### src/rtl/alu_result_accumulator.sv
// Saturating/wrapping signed accumulator behind the ALU result stream, with a 2-entry record FIFO.
// Optional feature macro: ACC_SATURATE_EN (defined = saturate, undefined = wrap modulo 2^ACC_W).
module alu_result_accumulator #(
    parameter int ACC_W = 16,
    parameter int CNT_W = 8
) (
    input  logic             clk,
    input  logic             rst_n,
    input  logic             in_valid,
    output logic             in_ready,
    input  logic [7:0]       in_result,
    input  logic             clear,
    output logic             out_valid,
    input  logic             out_ready,
    output logic [ACC_W-1:0] out_acc,
    output logic [CNT_W-1:0] out_cnt,
    output logic             out_zero,
    output logic             out_neg,
    output logic             out_sat
);

    logic             acc_en_s;
    logic             pop_s;
    logic [ACC_W-1:0] acc_r;
    logic [CNT_W-1:0] cnt_r;
    logic [ACC_W-1:0] base_acc_s;
    logic [CNT_W-1:0] base_cnt_s;
    logic [ACC_W-1:0] new_acc_s;
    logic [CNT_W-1:0] new_cnt_s;
    logic [1:0]       count_r;
    logic             wr_ptr_r;
    logic             rd_ptr_r;
    logic [ACC_W-1:0] acc_mem_r  [2];
    logic [CNT_W-1:0] cnt_mem_r  [2];
    logic             zero_mem_r [2];
    logic             neg_mem_r  [2];

    // Handshake: ready depends only on FIFO occupancy, never on out_ready.
    always_comb begin
        in_ready  = rst_n && (count_r < 2'd2);
        out_valid = (count_r != 2'd0);
        acc_en_s  = in_valid && in_ready;
        pop_s     = out_valid && out_ready;
    end

    // Clear replaces the running state with zero as the base for this cycle's sample.
    always_comb begin
        if (clear) begin
            base_acc_s = {ACC_W{1'b0}};
            base_cnt_s = {CNT_W{1'b0}};
        end else begin
            base_acc_s = acc_r;
            base_cnt_s = cnt_r;
        end
        new_cnt_s = base_cnt_s + {{(CNT_W-1){1'b0}}, 1'b1};
    end

`ifdef ACC_SATURATE_EN
    logic [ACC_W:0] sum_s;
    logic           sat_s;
    logic           sat_mem_r [2];

    // One guard bit above the accumulator exposes overflow in either direction.
    always_comb begin
        sum_s = {base_acc_s[ACC_W-1], base_acc_s}
              + {{(ACC_W+1-8){in_result[7]}}, in_result};
        case ({sum_s[ACC_W], sum_s[ACC_W-1]})
            2'b01: begin
                new_acc_s = {1'b0, {(ACC_W-1){1'b1}}};
                sat_s     = 1'b1;
            end
            2'b10: begin
                new_acc_s = {1'b1, {(ACC_W-1){1'b0}}};
                sat_s     = 1'b1;
            end
            default: begin
                new_acc_s = sum_s[ACC_W-1:0];
                sat_s     = 1'b0;
            end
        endcase
    end

    // Saturation flag storage exists only in the saturating build.
    always_ff @(posedge clk) begin
        if (!rst_n) begin
            sat_mem_r[0] <= 1'b0;
            sat_mem_r[1] <= 1'b0;
        end else if (acc_en_s) begin
            sat_mem_r[wr_ptr_r] <= sat_s;
        end else begin
            sat_mem_r[wr_ptr_r] <= sat_mem_r[wr_ptr_r];
        end
    end

    assign out_sat = sat_mem_r[rd_ptr_r];
`else
    logic [ACC_W-1:0] sum_s;

    // Plain two's-complement wrap modulo 2^ACC_W.
    always_comb begin
        sum_s     = base_acc_s + {{(ACC_W-8){in_result[7]}}, in_result};
        new_acc_s = sum_s;
    end

    assign out_sat = 1'b0;
`endif

    // Running accumulator and sample counter.
    always_ff @(posedge clk) begin
        if (!rst_n) begin
            acc_r <= {ACC_W{1'b0}};
            cnt_r <= {CNT_W{1'b0}};
        end else if (acc_en_s) begin
            acc_r <= new_acc_s;
            cnt_r <= new_cnt_s;
        end else if (clear) begin
            acc_r <= {ACC_W{1'b0}};
            cnt_r <= {CNT_W{1'b0}};
        end else begin
            acc_r <= acc_r;
            cnt_r <= cnt_r;
        end
    end

    // Record FIFO: flags are frozen at write time so the head stays stable under backpressure.
    always_ff @(posedge clk) begin
        if (!rst_n) begin
            count_r  <= 2'd0;
            wr_ptr_r <= 1'b0;
            rd_ptr_r <= 1'b0;
            for (int i = 0; i < 2; i++) begin
                acc_mem_r[i]  <= {ACC_W{1'b0}};
                cnt_mem_r[i]  <= {CNT_W{1'b0}};
                zero_mem_r[i] <= 1'b0;
                neg_mem_r[i]  <= 1'b0;
            end
        end else begin
            if (acc_en_s) begin
                acc_mem_r[wr_ptr_r]  <= new_acc_s;
                cnt_mem_r[wr_ptr_r]  <= new_cnt_s;
                zero_mem_r[wr_ptr_r] <= (new_acc_s == {ACC_W{1'b0}});
                neg_mem_r[wr_ptr_r]  <= new_acc_s[ACC_W-1];
                wr_ptr_r             <= ~wr_ptr_r;
            end
            if (pop_s) begin
                rd_ptr_r <= ~rd_ptr_r;
            end
            case ({acc_en_s, pop_s})
                2'b10:   count_r <= count_r + 2'd1;
                2'b01:   count_r <= count_r - 2'd1;
                default: count_r <= count_r;
            endcase
        end
    end

    // Head-of-FIFO record presentation.
    always_comb begin
        out_acc  = acc_mem_r[rd_ptr_r];
        out_cnt  = cnt_mem_r[rd_ptr_r];
        out_zero = zero_mem_r[rd_ptr_r];
        out_neg  = neg_mem_r[rd_ptr_r];
    end

endmodule
### config.mk
export PLATFORM = sky130hd
export DESIGN_NAME = alu_result_accumulator
export DESIGN_NICKNAME = d
export VERILOG_FILES = /design/src/rtl/alu_result_accumulator.sv
export SDC_FILE = /design/constraint.sdc
export NUM_CORES = 1
export LEC_CHECK = 0
export CORE_UTILIZATION = 50
export CTS_CLUSTER_DIAMETER = 40
export DETAILED_ROUTE_END_ITERATION = 8
export GPL_TIMING_DRIVEN = 0
export PLACE_DENSITY = 0.82
export SETUP_SLACK_MARGIN = 0.2
export SYNTH_ARGS = -nofsm -noshare
export SYNTH_HDL_FRONTEND = slang
export SYNTH_SLANG_ARGS = --single-unit
### constraint.sdc
create_clock -name clk -period 6.1 [get_ports clk]
set_clock_uncertainty 0.05 [all_clocks]
set_input_delay 0.915 -clock clk [delete_from_list [all_inputs] [get_ports clk]]
set_output_delay 0.915 -clock clk [all_outputs]
set_load 0.05 [all_outputs]
---- Word level (Yosys, flattened, before mapping) ----
Memory sizes are Yosys's and may differ from the RTL's. A register that Yosys moved wholly into a read port is not among the register bits.
Index checks and enable logic that the tools add are counted.
cells by class
  equal/unequal tests ..................... 2
  bitwise gates (word level) .............. 2
  $mul .................................... 0
  reductions and logical operators ........ 10
  mux-type cells .......................... 29
  $add $sub $neg .......................... 4
  shifts and indexed selects .............. 0
  divide/modulo/power cells ............... 0
  magnitude comparators ................... 1
operator list
  cell                 number
  $mux 16              3
  $mux 8               3
  $mux 1               22
  $add 16x16->16       1
  $logic_not 16->1     1
  $reduce_or 16->1     1
  $add 8x1->8 const B  1
  $reduce_or 8->1      1
  $pmux 2 s2           1
  $reduce_bool 2->1    2
  $logic_and 1x1->1    3
  $add 2x1->2 const B  1
  $eq 2x1->1 const B   1
  $eq 2x2->1 const B   1
  $lt 2x2->1 const B   1
  $not 1->1            2
  $reduce_or 1->1      2
  $sub 2x1->2 const B  1
word-level totals
  latch bits .............................. 0
  flip-flop bits (word level) ............. 28
  output and inout port bits .............. 29
  logic and storage cells ................. 57
  memories ................................ 4
  ROM bits ................................ 0
  bits in writable memories ............... 52
memory list
  name        words  bits a word  rd ports  clocked after Yosys merged registers in  wr ports  RTL line  text
  acc_mem_r   2      16           1         1                                        2         33        logic [ACC_W-1:0] acc_mem_r [2];
  cnt_mem_r   2      8            1         1                                        2         34        logic [CNT_W-1:0] cnt_mem_r [2];
  neg_mem_r   2      1            1         1                                        2         36        logic neg_mem_r [2];
  zero_mem_r  2      1            1         1                                        2         35        logic zero_mem_r [2];

---- Logic depth before layout (Yosys ltp) ----
Gate-level depths: netlist (run 1).
  depth in word-level cells ............... 8
  gate-level depth with buffers ........... 12
  mapped depth without buffers ............ 10

---- Worst setup path after synthesis (run 1) ----
Ideal clock, no wire load.
  kind .................................... input to register
  start ................................... input port clear
  end ..................................... memory zero_mem_r[1]
  library setup time ...................... 0.087 ns
  path buffers ............................ 2
  stages .................................. 12
  arrival ................................. 3.764 ns
  path slack .............................. 2.199 ns
  path through ............................ clkbuf_1 -> buf_1 -> nor2b_1 -> ha_1 -> fa_1 -> a211oi_1 -> nor3_1 -> nor3_2 -> or3b_2 -> o211ai_1 -> nand4_1 -> o31ai_1
RTL lines
  item         RTL line  text
  from (decl)  12        input logic clear,
  to (decl)    35

==> results.yml, run 1 <==
outcome:
  outcome: "finished clean"
drt:
  route.detailed.drc: 0
  wirelength_um: 9550
  drt_iter0_drc: 281
  wl_per_cell_um: 16.5
  vias: 3327
  postRouteAntennaNets: 0
  post_drt_via_cell_ratio: 5.74
  drt_pass1_iterations: 5
cts:
  cts-root-buf: "clkbuf_8"
  cts-resized-gates: 0
  clock_sinks: 81
  numCtsBuffers: 9
  h-tree-depth: 3
  cts_tree: "built"
  clk_latency_ns: 0.35
  post-cts-setup-buffers: 0
  hold_buffers: 0
  path_clk_slew_ns: 0.08
  clock_path_buffers: 2
synthesis:
  yosysTopAreaCell: "edfxtp_1"
  synth_mux_area_frac: 0.0704
  yosysMostFrequentCell: "edfxtp_1"
  yosys_warnings: 0
  synth_top_area_share: 0.334
  synthAdderAreaFrac: 0.0539
  synth_top_family_by_area: "simple AND/OR/NAND/NOR gates"
  syn-num-nets: 451
  synth_compound_area_frac: 0.126
  ys_ff_latch: 81
  synth-xor-area-share: 0.0385
  synth_edf_count: 48
  netlist_instances: 420
  synth_common_cells: "edfxtp_1, nor2_1, dfxtp_1"
  synth_top_cells_by_area: "edfxtp_1, dfxtp_1, mux2_2"
  syn_area_mm2: 0.00432
  yosysUniqueCellTypes: 56
  synth_area_per_cell_um2: 10.3
  synthArstFlopShare: 0
  synth_ff_type: "edfxtp_1"
  synth_seq_area_share: 0.487
  synthSimpleGateAreaFrac: 0.190
placed_design:
  gp_congestion: 0.973
  pre_cts_ws_ns: 1.46
  portBuffers: 39
  dp.final_hpwl_um: 6850
sta:
  slew_violations: 0
  slew_headroom: 0.289
  fmax_mhz: 232
  fin_crit_ns: 4.31
  hold_slack_ns: 0.402
  fin_crit_sh: 0.706
  setup_viol_count_final: 0
  timing.final.ws_setup_ns: 1.79
  tns_ns: 0
  hold_viol_final: 0
  tightest_slew_ns: 1.06
  rsz0062_at_grt: "no"
setup_path:
  critical-path-slowest-cell: "buf_1"
  critPathMaxFanout: 10
  slowest_delay_ns: 0.43
  cp_cell_sequence: "clkbuf_1 > buf_1 > nor2b_1 > ha_1 > fa_1 > a211oi_1 > nor3_1 > nor3_2 > xor2_1 > nor4bb_1 > nand4_1 > o31ai_1"
  cp.required_ns: 6.32
  cp-end-kind: "flop"
  crit_type: "in -> reg"
  cp.arrival_ns: 4.52
  start_kind: "primary input"
power:
  total_power_mw: 1.67
  ir_drop_mv: 0.175
  power.density_mw_per_mm2: 331
  leakagePower_nw: 1.90
global_route:
  grt_max_degree: 25
  track_usage: 0.228
  antenna_found_initial: 0
  grt_pass1_wl_um: 15500
  overflow: 0
  grt_pass1_vias: 3187
die:
  die_area_mm2: 0.00901
  die_x_um: 94.9
  die_h_um: 94.9
  initial_core_util: 0.520
  placementRows: 33
  pin_count: 42
  coreArea_mm2: 0.00830
final_layout:
  diodes: 0
  final_nets: 501
  layout-drive-gt1-share: 0.122
  num-fill-cells: 684
  syn_to_final_growth_pct: 16.6
job:
  drv_cap: 0
hold_path:
  hold_class: "reg -> reg"
## flip-flops by register name (all words and copies together), names as in the netlist, named ones only
signal      flops
cnt_r           8
wr_ptr_r        1
neg_mem_r       2
acc_r          16
zero_mem_r      2
acc_mem_r      32
rd_ptr_r        1
count_r         2
cnt_mem_r      16
## power breakdown
part	leakage [nW]	internal, mW	switching (mW)
registers	0.772	0.639	0.0181
logic	1.03	0.225	0.392
clock network	0.0929	0.191	0.202
total	1.90	1.05	0.612
## critical path: cells and delay by family
family / cells / cell delay (ns)
XOR/XNOR: 1 / 0.43
buffers and inverters: 2 / 0.75
AO/OA/AOI/OAI: 2 / 0.60
adder cells (fa/ha/maj): 2 / 0.69
AND/OR/NAND/NOR: 5 / 1.13
## kinds of logic (layout without fill, tap and decap cells)
logic type	after synthesis	after routing
AND/OR/NAND/NOR	161	161
flip-flops	81	81
AO/OA/AOI/OAI	80	80
buffers and inverters	33	88
multiplexers	27	27
XOR/XNOR	19	19
adder cells (fa/ha/maj)	18	18
other	1	1
## cell usage in the layout, fill, tap and decap left out, types with 2 or more instances in the layout
| cell | count |
|---|---|
| a211oi_1 | 3 |
| a21boi_0 | 4 |
| a21o_1 | 8 |
| a21oi_1 | 15 |
| a31o_1 | 3 |
| and2_1 | 6 |
| and3_1 | 6 |
| buf_1 | 2 |
| buf_6 | 2 |
| clkbuf_1 | 19 |
| clkbuf_8 | 9 |
| clkdlybuf4s50_1 | 39 |
| clkinv_1 | 2 |
| clkinvlp_4 | 2 |
| dfxtp_1 | 33 |
| edfxtp_1 | 48 |
| ha_1 | 17 |
| inv_1 | 8 |
| mux2_2 | 27 |
| nand2_1 | 28 |
| nand2b_1 | 2 |
| nand3_1 | 22 |
| nand4_1 | 3 |
| nor2_1 | 42 |
| nor2b_1 | 23 |
| nor3_1 | 9 |
| nor4_1 | 6 |
| o211ai_1 | 4 |
| o21a_1 | 3 |
| o21ai_0 | 20 |
| o22ai_1 | 3 |
| o31ai_1 | 4 |
| or2_2 | 3 |
| or3_1 | 4 |
| xnor2_1 | 10 |
| xor2_1 | 9 |
## area by class of cell
cell class / instances / area (µm²) / area share
inverters: 10 / 37.5 / 0.00746
repair buffers: 39 / 390 / 0.0775
flip-flops and latches: 81 / 2100 / 0.417
well taps: 105 / 131 / 0.0261
multi-input cells: 306 / 2070 / 0.412
clock buffers: 10 / 128 / 0.0253
plain buffers: 23 / 105 / 0.0209
clock inverters: 6 / 67.6 / 0.0134
## final timing paths
check | startpoint | to | slack, ns | cells past startpoint
setup / recovery | clear | zero_mem_r[1] | 1.79 | 12
hold / removal | cnt_r[7] | cnt_r[7] | 0.40 | 2
setup reg to reg | acc_r[0] | zero_mem_r[1] | 2.83 | 10
hold reg to reg | cnt_r[7] | cnt_r[7] | 0.40 | 2
## per-layer routing
layer	part of all wire	vias up	track usage	routed length (µm)
li1	-	1616	-	-
met1	0.48	1617	0.310	4570
met2	0.47	81	0.375	4520
met3	0.031	13	0.0274	299
met4	0.017	0	0.0770	161
met5	0	-	0	0
## stage by stage
step	util	cell area (µm²)	cells
after detailed placement	0.583	4840	564
after global placement	0.583	4840	564
after CTS	0.607	5030	580
after floorplan	-	4320	420
after global routing	0.607	5030	580
final	0.607	5030	580
No activity file was read; power rests on OpenSTA's default activity.
==> run 2: changes to the inputs <==
PLACE_DENSITY = 0.85   (was 0.82)
clock period = 3.8 ns   (was 6.1 ns; I/O delays follow)
==> results.yml, run 2 (synthesized netlist as in run 1, its figures left out) <==
power:
  combPwrFrac: 0.370
  total_power_mw: 2.71
  ir_drop_mv: 0.269
  pwr-share-clk: 0.239
  leakagePower_nw: 1.93
  p_seq_frac: 0.390
  power.switching_mw: 1.01
  internal_power_mw: 1.70
  swShare: 0.372
  power.density_mw_per_mm2: 533
cts:
  clk_latency_ns: 0.36
  numCtsBuffers: 9
  path_clk_slew_ns: 0.09
  cts-root-buf: "clkbuf_8"
  h-tree-depth: 3
  cts_tree: "built"
  clock_path_buffers: 2
  clock_sinks: 81
drt:
  postRouteAntennaNets: 0
  wl_per_cell_um: 17.0
  top_layer_used: "met4"
  met1Wirelength_um: 4330
  vias: 3382
  post_drt_via_cell_ratio: 5.82
  wl_met3_um: 545
  drt_iter0_drc: 263
  drt_pass1_iterations: 5
  wirelength_um: 9910
  route.met2.wl_um: 4850
  route.detailed.drc: 0
global_route:
  grt_pass1_wl_um: 15800
  grt_pass1_vias: 3274
  track_usage: 0.234
  overflow: 0
  antenna_found_initial: 0
  grt_max_degree: 25
setup_path:
  cp_num_buf_inv: 2
  path_delay_family: "simple AND/OR/NAND/NOR gates"
  startpoint: "clear"
  cp_cell_sequence: "clkbuf_2 > buf_4 > nor2b_1 > ha_1 > fa_1 > a211oi_2 > nor3_1 > nor3_2 > or3b_2 > o211ai_1 > nand4_1 > o31ai_1"
  timing.rr.end: "zero_mem_r[0]"
  crit_type: "in -> reg"
  reg2reg_slack_ns: 0.59
  worstRegToRegCells: 10
  cp.required_ns: 4.01
  critical-path-slowest-cell: "or3b_2"
  slowest_delay_ns: 0.46
  critPathMaxFanout: 10
  regToRegStartpoint: "acc_r[0]"
  start_kind: "primary input"
  cp.arrival_ns: 3.72
  cp-end-kind: "flop"
hold_path:
  hold_end: "cnt_r[7]"
  worstHoldStart: "cnt_r[7]"
  min_path_cells: 2
  hold_class: "reg -> reg"
sta:
  slew_headroom: 0.585
  tns_ns: 0
  tightest_slew_ns: 0.622
  rsz0062_at_grt: "yes"
  hold_slack_ns: 0.396
  fmax_mhz: 285
  setup_viol_count_final: 0
  slew_violations: 0
  hold_viol_final: 0
  fin_crit_ns: 3.51
  fin_crit_sh: 0.923
die:
  die_area_mm2: 0.00901
  initial_core_util: 0.520
  die_x_um: 94.9
  placementRows: 33
  die_h_um: 94.9
  pin_count: 42
  coreArea_mm2: 0.00830
final_layout:
  syn_to_final_growth_pct: 17.9
  fin_util: 0.614
  final_nets: 502
  largest_register: "acc_mem_r"
  layout-drive-gt1-share: 0.145
  largest_reg_flops: 32
  final_cell_mix: "edfxtp_1, nor2_1, clkdlybuf4s50_1"
  reg.largest.list: "acc_mem_r (32), acc_r (16), cnt_mem_r (16)"
  layout_commonest_cell: "edfxtp_1"
  diodes: 0
outcome:
  outcome: "finished clean"
placed_design:
  dp.final_hpwl_um: 6940
  portBuffers: 39
  gp_congestion: 0.933
job:
  drv_cap: 0
[run 2: cell types whose count changed in the layout (fill, tap and decap cells not counted), moves of 2 or more]
cell,previous run,this run
nand2_2,0,2
clkinv_4,1,3
buf_4,1,3
clkbuf_2,0,3
clkbuf_1,19,15
clkinvlp_4,2,0
xor2_1,9,7
nand2_1,28,26
[run 2: layout make-up]
| cell class | count | area (µm²) |
|---|---|---|
| fill | 684 | 3210 |
| sequential | 81 | 2100 |
| tap | 105 | 131 |
| multi-input combinational | 306 | 2110 |
| clock inverter | 7 | 77.6 |
| buffer | 23 | 113 |
| inverter | 10 | 37.5 |
| clock buffer | 9 | 124 |
| timing repair buffer | 40 | 398 |
[run 2: worst max-delay path by stage]
stage / to / cells past startpoint / slack (ns)
4_1_cts: zero_mem_r[0] / 12 / 0.22
6_report: zero_mem_r[0] / 12 / 0.29
5_1_grt: zero_mem_r[0] / 12 / 0.10
3_5_place_dp: zero_mem_r[0] / 12 / -0.63
2_1_floorplan: zero_mem_r[1] / 12 / 0.24
3_3_place_gp: zero_mem_r[1] / 12 / -0.42
[run 2: timing repair]
item / 4_1_cts / 5_1_grt
gates resized for setup: 3 / 12
hold buffers: 0 / 0
endpoints found under the hold margin: 0 / 0
setup endpoints to repair: 7 / 34
setup buffers: 0 / 1
pin swaps: 0 / 1
[run 2: per-stage QoR]
stage | std cells | area, µm² | worst slack, ns
2_1_floorplan | 420 | 4320 | 0.244
3_3_place_gp | 564 | 4840 | -0.416
3_5_place_dp | 564 | 4840 | -0.628
4_1_cts | 580 | 5050 | 0.218
5_1_grt | 581 | 5090 | 0.100
6_report | 581 | 5090 | 0.293
[run 2: power by group through the flow]
stage / clock network (mW) / logic (mW) / registers, mW
2_1_floorplan: 0 / 0.714 / 1.06
3_3_place_gp: 0 / 0.967 / 1.07
3_5_place_dp: 0 / 0.985 / 1.08
4_1_cts: 0.643 / 0.994 / 1.06
5_1_grt: 0.680 / 1.06 / 1.07
6_report: 0.650 / 1.00 / 1.06
[run 2: worst reg2reg max path, cell delays in order, from the launching register on]
cell	delay, ns
dfxtp_1	0.31
nor2b_1	0.14
ha_1	0.24
fa_1	0.45
a211oi_2	0.34
nor3_1	0.15
nor3_2	0.23
or3b_2	0.46
o211ai_1	0.24
nand4_1	0.21
o31ai_1	0.30
[run 2: metal layers]
metal | GRT usage | vias to the layer above
met1 | 0.300 | 1624
met2 | 0.395 | 126
met5 | 0 | -
li1 | - | 1616
met4 | 0.0922 | 0
met3 | 0.0370 | 16
==> run 3: changes to the inputs <==
PLACE_DENSITY = not set   (was 0.85)
PLACE_DENSITY_LB_ADDON = 0.08   (was not set)
==> results.yml, run 3 (synthesized netlist as in run 1, its figures left out) <==
final_layout:
  largest_register: "acc_mem_r"
  num-fill-cells: 726
  final_cell_mix: "edfxtp_1, nor2_1, clkdlybuf4s50_1"
  layout_commonest_cell: "edfxtp_1"
  syn_to_final_growth_pct: 17.8
  largest_reg_flops: 32
  final_nets: 501
  design_area_mm2: 0.00509
  layout-drive-gt1-share: 0.147
  diodes: 0
  reg.largest.list: "acc_mem_r (32), acc_r (16), cnt_mem_r (16)"
drt:
  drt_iter0_drc: 218
  vias: 3282
  drt_pass1_iterations: 5
  post_drt_via_cell_ratio: 5.66
  wirelength_um: 9450
  route.detailed.drc: 0
  postRouteAntennaNets: 0
  wl_per_cell_um: 16.3
sta:
  slew_headroom: 0.588
  timing.final.ws_setup_ns: 0.352
  tightest_slew_ns: 0.616
  rsz0062_at_grt: "no"
  fin_crit_sh: 0.907
  tns_ns: 0
  slew_violations: 0
  hold_viol_final: 0
  fmax_mhz: 290
  fin_crit_ns: 3.45
  setup_viol_count_final: 0
hold_path:
  worstHoldStart: "cnt_r[7]"
  min_path_cells: 2
  hold_end: "cnt_r[7]"
  hold_class: "reg -> reg"
setup_path:
  cp.arrival_ns: 3.67
  worstRegToRegCells: 10
  regToRegStartpoint: "acc_r[0]"
  critPathMaxFanout: 10
  cp-end-kind: "flop"
  start_kind: "primary input"
  timing.rr.end: "zero_mem_r[1]"
  crit_type: "in -> reg"
  reg2reg_slack_ns: 0.69
  cp.required_ns: 4.02
power:
  leakagePower_nw: 1.92
  power.density_mw_per_mm2: 526
  ir_drop_mv: 0.350
die:
  initial_core_util: 0.520
  pin_count: 42
  die_area_mm2: 0.00901
  die_h_um: 94.9
  die_x_um: 94.9
  coreArea_mm2: 0.00830
  placementRows: 33
cts:
  clock_path_buffers: 2
  cts_tree: "built"
  clock_sinks: 81
  numCtsBuffers: 9
  cts-root-buf: "clkbuf_8"
  h-tree-depth: 3
  hold_buffers: 0
  post-cts-setup-buffers: 0
  clk_latency_ns: 0.36
  path_clk_slew_ns: 0.09
global_route:
  antenna_found_initial: 0
  track_usage: 0.228
  grt_pass1_vias: 3056
  grt_pass1_wl_um: 15100
  overflow: 0
  grt_max_degree: 25
placed_design:
  pre_cts_ws_ns: -0.569
  dp.final_hpwl_um: 6850
  portBuffers: 39
  placed_area_mm2: 0.00484
  gp_congestion: 0.882
job:
  drv_cap: 0
outcome:
  outcome: "finished clean"
==> run 3: cell type report <==
type / count / area [µm²] / area share
well taps: 105 / 131 / 0.0258
multi-input cells: 306 / 2110 / 0.415
flip-flops and latches: 81 / 2100 / 0.413
clock inverters: 6 / 67.6 / 0.0133
repair buffers: 39 / 390 / 0.0768
clock buffers: 10 / 128 / 0.0251
inverters: 10 / 41.3 / 0.00812
plain buffers: 23 / 114 / 0.0224
==> run 3: worst max-delay path by stage <==
stage / from / endpoint / slack (ns) / depth (start not counted)
CTS: rst_n / count_r[1] / 0.26 / 10
global route: clear / zero_mem_r[0] / 0.20 / 12
detailed placement: clear / zero_mem_r[0] / -0.57 / 12
finish: clear / zero_mem_r[1] / 0.35 / 12
global placement: clear / zero_mem_r[1] / -0.56 / 12
floorplan: clear / zero_mem_r[1] / 0.24 / 12
==> run 3: what timing repair did <==
action                                  in CTS  in global routing
pin swaps                                    0                  2
gates resized for setup                      5                 12
endpoints found under the setup margin       5                 51
==> run 3: metal layers <==
layer  up-vias  track usage  wire, µm
met2        80        0.353      4280
met4         0        0.114       195
met3        14       0.0330       337
met1      1574        0.311      4630
met5         -            0         0
li1       1614            -         -
==> run 3: critical path, stage by stage <==
cell,delay [ns]
clkbuf_2,0.20
clkbuf_4,0.26
nor2b_1,0.09
ha_1,0.23
fa_1,0.44
a211oi_2,0.33
nor3_1,0.15
nor3_2,0.24
or3b_2,0.47
o211ai_1,0.22
nand4_1,0.18
o31ai_1,0.27
==> run 3: per-stage QoR <==
step / std cells / hold slack, ns / power (mW) / util
2_1_floorplan: 420 / 0.365 / 1.78 / -
3_3_place_gp: 564 / 0.376 / 2.05 / 0.583
3_5_place_dp: 564 / 0.384 / 2.06 / 0.583
4_1_cts: 580 / 0.396 / 2.68 / 0.609
5_1_grt: 580 / 0.445 / 2.80 / 0.613
6_report: 580 / 0.394 / 2.68 / 0.613
==> run 3: report_power, final <==
part / internal [mW] / switching (mW)
Combinational: 0.366 / 0.629
Clock: 0.306 / 0.324
Sequential: 1.03 / 0.0266
Total: 1.70 / 0.979
